File: src/rtl/goertzel_seq_ctrl.sv
// goertzel_seq_ctrl: run sequencer for the Goertzel bank (clear, coefficients, sample gating, result collection).
// Tracks timeouts and configuration errors; continuous mode re-arms without recomputing coefficients.
module goertzel_seq_ctrl #(
    parameter int               NF      = 11,
    parameter int               CLR_CYC = 4,
    parameter int               TMO_W   = 24,
    parameter logic [TMO_W-1:0] TMO_CYC = 24'hFF_FFFF
) (
    input  logic          clk,
    input  logic          rstn,
    input  logic          start_i,
    input  logic          abort_i,
    input  logic          cont_i,
    input  logic [31:0]   num_samp_i,
    input  logic          samp_stb_i,
    input  logic          valid_angel_i,
    input  logic          valid_cordic_i,
    input  logic [NF-1:0] valid_herzel_i,
    output logic          reset_h_o,
    output logic          en_cordic_o,
    output logic          samp_en_o,
    output logic          last_samp_o,
    output logic [31:0]   samp_cnt_o,
    output logic          busy_o,
    output logic          done_o,
    output logic          res_valid_o,
    output logic          err_o,
    output logic [1:0]    err_code_o,
    output logic [2:0]    state_o
);
    localparam logic [2:0] S_IDLE  = 3'd0;
    localparam logic [2:0] S_CLR   = 3'd1;
    localparam logic [2:0] S_COEF  = 3'd2;
    localparam logic [2:0] S_ACCUM = 3'd3;
    localparam logic [2:0] S_WRES  = 3'd4;
    localparam logic [2:0] S_DONE  = 3'd5;
    localparam logic [2:0] S_ERR   = 3'd6;

    logic [2:0]       state_q, state_d;
    logic [31:0]      num_samp_q, num_samp_d;
    logic [31:0]      samp_cnt_q, samp_cnt_d;
    logic [TMO_W-1:0] cnt_q, cnt_d;
    logic             coef_ok_q, coef_ok_d;
    logic             en_cordic_q, en_cordic_d;
    logic             err_q, err_d;
    logic [1:0]       err_code_q, err_code_d;
    logic             res_valid_q, res_valid_d;
    logic             samp_en, last_samp, tmo_hit, clr_end, start_run;

    // One cycle counter serves both the CLR hold and the COEF/WRES timeout; it restarts on every state entry.
    assign samp_en   = samp_stb_i && (state_q == S_ACCUM) && !abort_i;
    assign last_samp = samp_en && (samp_cnt_q == num_samp_q - 32'd1);
    assign tmo_hit   = (TMO_CYC != '0) && (cnt_q == TMO_CYC - 1'b1);
    assign clr_end   = cnt_q == TMO_W'(CLR_CYC - 1);
    assign start_run = start_i && ((state_q == S_IDLE) || (state_q == S_ERR) || ((state_q == S_DONE) && !cont_i));

    always_comb begin
        state_d     = state_q;
        num_samp_d  = num_samp_q;
        samp_cnt_d  = samp_cnt_q;
        coef_ok_d   = coef_ok_q;
        en_cordic_d = en_cordic_q;
        err_d       = err_q;
        err_code_d  = err_code_q;
        res_valid_d = res_valid_q;
        case (state_q)
            S_IDLE, S_ERR: state_d = start_i ? S_CLR : state_q;
            S_CLR:         state_d = clr_end ? (coef_ok_q ? S_ACCUM : S_COEF) : S_CLR;
            S_COEF: begin
                if (valid_angel_i && valid_cordic_i) state_d = S_ACCUM;
                else if (tmo_hit) begin
                    state_d    = S_ERR;
                    err_code_d = 2'b10;
                end
            end
            S_ACCUM:       state_d = last_samp ? S_WRES : S_ACCUM;
            S_WRES: begin
                if (&valid_herzel_i) state_d = S_DONE;
                else if (tmo_hit) begin
                    state_d    = S_ERR;
                    err_code_d = 2'b11;
                end
            end
            S_DONE:        state_d = (cont_i || start_i) ? S_CLR : S_IDLE;
            default:       state_d = S_IDLE;
        endcase
        if (start_run) begin
            num_samp_d = num_samp_i;
            if (num_samp_i == 32'd0) begin
                state_d    = S_ERR;
                err_code_d = 2'b01;
            end
        end
        if (state_d == S_ERR && state_q != S_ERR) begin
            err_d       = 1'b1;
            en_cordic_d = 1'b0;
            coef_ok_d   = 1'b0;
        end
        if (state_d == S_CLR && state_q != S_CLR) begin
            err_d       = 1'b0;
            err_code_d  = 2'b00;
            res_valid_d = 1'b0;
            samp_cnt_d  = 32'd0;
        end
        if (state_d == S_COEF && state_q != S_COEF) en_cordic_d = 1'b1;
        if (state_q == S_COEF && state_d == S_ACCUM) coef_ok_d = 1'b1;
        if (state_d == S_DONE) res_valid_d = 1'b1;
        if (samp_en) samp_cnt_d = samp_cnt_q + 32'd1;
        if (abort_i) begin
            state_d     = S_IDLE;
            err_d       = 1'b0;
            err_code_d  = 2'b00;
            res_valid_d = 1'b0;
            coef_ok_d   = 1'b0;
            samp_cnt_d  = 32'd0;
            en_cordic_d = 1'b0;
        end
        cnt_d = (abort_i || state_d != state_q) ? '0 : cnt_q + 1'b1;
    end

    always_ff @(posedge clk or negedge rstn) begin
        if (!rstn) begin
            state_q     <= S_IDLE;
            num_samp_q  <= '0;
            samp_cnt_q  <= '0;
            cnt_q       <= '0;
            coef_ok_q   <= 1'b0;
            en_cordic_q <= 1'b0;
            err_q       <= 1'b0;
            err_code_q  <= 2'b00;
            res_valid_q <= 1'b0;
        end else begin
            state_q     <= state_d;
            num_samp_q  <= num_samp_d;
            samp_cnt_q  <= samp_cnt_d;
            cnt_q       <= cnt_d;
            coef_ok_q   <= coef_ok_d;
            en_cordic_q <= en_cordic_d;
            err_q       <= err_d;
            err_code_q  <= err_code_d;
            res_valid_q <= res_valid_d;
        end
    end

    assign reset_h_o   = state_q == S_CLR;
    assign en_cordic_o = en_cordic_q;
    assign samp_en_o   = samp_en;
    assign last_samp_o = last_samp;
    assign samp_cnt_o  = samp_cnt_q;
    assign busy_o      = (state_q >= S_CLR) && (state_q <= S_DONE);
    assign done_o      = state_q == S_DONE;
    assign res_valid_o = res_valid_q;
    assign err_o       = err_q;
    assign err_code_o  = err_code_q;
    assign state_o     = state_q;
endmodule

File: config.mk
export PLATFORM = sky130hd
export DESIGN_NAME = goertzel_seq_ctrl
export DESIGN_NICKNAME = d
export VERILOG_FILES = /design/src/rtl/goertzel_seq_ctrl.sv
export SDC_FILE = /design/constraint.sdc
export NUM_CORES = 1
export LEC_CHECK = 0
export CAP_MARGIN = 10
export CORE_MARGIN = 1.5
export CORE_UTILIZATION = 48
export CTS_CLUSTER_DIAMETER = 40
export DETAILED_ROUTE_END_ITERATION = 7
export GPL_TIMING_DRIVEN = 0
export PLACE_DENSITY_LB_ADDON = 0.1
export RECOVER_POWER = 25
export SETUP_SLACK_MARGIN = 0.05
export SLEW_MARGIN = 25
export SYNTH_ARGS = -nofsm -noshare
export SYNTH_HDL_FRONTEND = slang
export SYNTH_SLANG_ARGS = --single-unit
export TNS_END_PERCENT = 1
File: constraint.sdc
create_clock -name clk -period 3.64 [get_ports clk]
set_input_delay 0.546 -clock clk [delete_from_list [all_inputs] [get_ports clk]]
set_output_delay 0.546 -clock clk [all_outputs]
set_load 0.005 [all_outputs]
==> results.toml, run 1 <==
[outcome]
result_of_the_run = "finished, violations left"
violations = "capacitance limit, slew limit, setup timing"

[clock_tree]
holdBufCountCts = 0
clock_insertion_delay_worst_skew_ns = 0.35
cts_num_sinks = 97
cts-root-to-sink-buffers = 2
tritoncts = "built"
clock-root-buffer = "sky130_fd_sc_hd__clkbuf_16"
clkTransAtPathRegs_ns = 0.07
ctsHtreeMaxLevel = 3
cts_inserted_buffers = 9

[logic_synthesis]
synth_commonest_cells = "sky130_fd_sc_hd__dfrtp_1 (97), sky130_fd_sc_hd__nor2_1 (82), sky130_fd_sc_hd__xnor2_1 (49)"
yosysUniqueCellTypes = 63
synth.yosys.seq_area_share = 0.410
synthArstFlopShare = 1.00
yosys.cell_count.top_type = "sky130_fd_sc_hd__dfrtp_1"
synth_edf_count = 0
yosysTopAreaCell = "sky130_fd_sc_hd__dfrtp_1"
ys_dominant_reg_cell = "sky130_fd_sc_hd__dfrtp_1"
syn_area_mm2 = 0.00593
synth.yosys.warnings = 0
syn_avg_cell_area_um2 = 9.28
synth_top_cell_area_share = 0.410
ys_seq_elements = 97
synth.top_cells.by_area = "sky130_fd_sc_hd__dfrtp_1 (41%), sky130_fd_sc_hd__xnor2_1 (7.2%), sky130_fd_sc_hd__xor2_1 (6.6%)"
netlist_instances = 639
postSynthNetCount = 694

[placed_design]
numPortBuffers = 94
post-dp-hpwl_mm = 11.7
place.gp.congestion = 0.896

[pwr]
net-switching-power_uw = 785
seq_power_share = 0.459
p_int_mw = 1.89
sw_frac_of_total = 0.293
power.share.clock = 0.339
comb_power_share = 0.202
total_leakage_power_nw = 2.97
vdd_drop_max_uv = 283
power.density_cell_area_mw_per_mm2 = 351

[final_layout]
final_net_count = 818
post_route_cells_drive_above_1_share = 0.155
post-route-util = 0.635
flow.area_growth_from_synthesis_pct = 28.6
num_antenna_cells = 0

[floorplan]
start_util = 0.493
floorplan.die_area_mm2 = 0.0130
core_region_area_mm2 = 0.0120
chipHeight_um = 114
core.rowCount = 40
die_width_um = 114
io_pins = 96

[worst_setup_path]
timing.critical_path.from_type = "flop"
crit_path_max_incr_delay_ns = 0.57
crit_path_frequent_cell = "sky130_fd_sc_hd__inv_2"
worstSetupEndpointType = "output port"
worstSetupPathType = "flop to output port"
cells_along_the_critical_path = "inv_2 > ha_4 > or4b_4 > or4_4 > or3_4 > mux2_4 > mux2i_1 > o22ai_2 > nand4b_4 > inv_2 > buf_6"
critPathRequiredTime_ns = 3.09
slowest_stage = "sky130_fd_sc_hd__or4_4"
crit_arrival_ns = 3.35
worst-path-max-fanout = 4

[timing]
timing.final.ws_setup_ns = -0.254
final_setup_vio_count = 1
hold_worst_slack_ns = 0.421
timing.final.max_slew_violations = 75
max-slew-margin-rel = -0.224
max_freq_ghz = 0.257
slew_at_the_pin_closest_to_its_max_slew_limit_ns = 1.84
fin_crit_sh = 1.07
worst_clock_skew_ns = 0.00973
min_period_ns = 3.89
timing_hold_violations_final = 0
unrepaired_setup_endpoints_after_global_routing = "yes"

[route]
drt_iter0_drcs = 273
drt-pass1-iter-count = 5
route.antenna.remaining_nets = 0
detailroute.via_count = 5299
drt_drc_violations_left = 0
detail_route.wl_per_cell_um = 17.6
avgViaCountPerCell = 5.79
wirelength_routed_mm = 16.1

[global_routing]
grt_pass1_vias = 5305
globalRouteOverflowTotal = 0
antenna_found_initial = 0
groute.usage.overall = 0.253
grt_max_degree = 75
grt_pass1_wl_mm = 25.8

[flow_run]
max_cap_violations = 1

[worst_hold_path]
hold_path_class = "primary input to asynchronous set/reset pin"
-- flip-flops by register name (all words and copies together), names as in the netlist, 2 cells and up --
signal and flops:
num_samp_q 32, samp_cnt_o 32, cnt_q 24, state_o 3, err_code_o 2
-- power groups by stage --
stage / sequential (mW) / combinational (mW) / clock, mW
global placement: 1.24 / 0.474 / 0
detailed placement: 1.24 / 0.489 / 0
CTS: 1.22 / 0.534 / 0.926
finish: 1.23 / 0.542 / 0.906
floorplan: 1.22 / 0.325 / 0
global route: 1.24 / 0.584 / 0.977
-- path summary, 6_finish.rpt --
check	start	end	slack (ns)	cells past startpoint
setup / recovery	num_samp_q[0]	last_samp_o	-0.25	11
hold / removal	rstn	num_samp_q[23]	0.42	1
setup reg to reg	num_samp_q[0]	cnt_q[6]	0.02	14
hold reg to reg	cnt_q[0]	cnt_q[0]	0.49	1
max in group asynchronous	rstn	num_samp_q[31]	0.83	2
min in group clk	cnt_q[0]	cnt_q[0]	0.49	1
-- stage by stage --
stage               instances  setup TNS, ns  area [µm²]  total power [mW]  setup WS [ns]
global placement          880        -169.85        7050              1.71          -1.56
floorplan                 639              0        5930              1.54          0.238
detailed placement        881         -17.83        7080              1.73         -0.723
finish                    915         -0.254        7620              2.68         -0.254
global route              915         -0.978        7620              2.80         -0.366
CTS                       911         -0.230        7590              2.68         -0.230
-- critical path, delay by kind of cell (launching register included) --
| kind | cells | cell delay (ns) |
|---|---|---|
| AOI/OAI and AO/OA | 1 | 0.14 |
| adders and majority gates | 1 | 0.13 |
| buffers and inverters | 3 | 0.26 |
| DFF | 1 | 0.42 |
| muxes | 2 | 0.48 |
| and+or+nand+nor | 4 | 1.56 |
-- final cells by class --
class	count	area (µm²)
plain buffers	30	149
clock buffers	10	239
clock inverters	6	42.5
fillers	1036	4390
inverters	14	52.6
multi-input cells	497	3440
flip-flops and latches	97	2430
well taps	147	184
repair buffers	114	1090
-- cells by family after synthesis --
group	share of synthesized area
AO/OA/AOI/OAI	0.0874
XOR/XNOR	0.139
adder cells (fa/ha/maj)	0.00844
buffers and inverters	0.0331
flip-flops	0.410
multiplexers	0.0627
AND/OR/NAND/NOR	0.260
-- cells in the final DEF, fill, tap and decap left out, drive strengths merged, types with 20 or more instances in the layout --
cell type / count
clkbuf: 35
mux2: 30
buf: 27
nor2: 92
a21oi: 25
dfrtp: 97
nand4: 20
nor4: 25
nand2: 38
nand3: 32
xnor2: 49
clkdlybuf4s50: 92
xor2: 45
-- routing by layer --
metal / wire [µm] / vias up / GRT usage
met2: 7930 / 142 / 0.428
met5: 0 / - / 0
met4: 429 / 0 / 0.0950
met1: 6830 / 2600 / 0.319
met3: 885 / 24 / 0.0561
li1: - / 2533 / -
-- timing repair --
| action | in CTS | in global routing |
|---|---|---|
| gates resized for setup | 29 | 13 |
| endpoints found under the hold margin | 0 | 0 |
| pin swaps | 12 | 12 |
| setup endpoints to repair | 52 | 47 |
| setup buffers | 14 | 5 |
Note: power is estimated with default switching activity, not from simulation.
==> run 2, diff against run 1 <==
ABC_CLOCK_PERIOD_IN_PS = 3640   (was unset)
==> results of run 2 <==
Same layout as run 1: the final DEF is identical, and so are final timing and power.
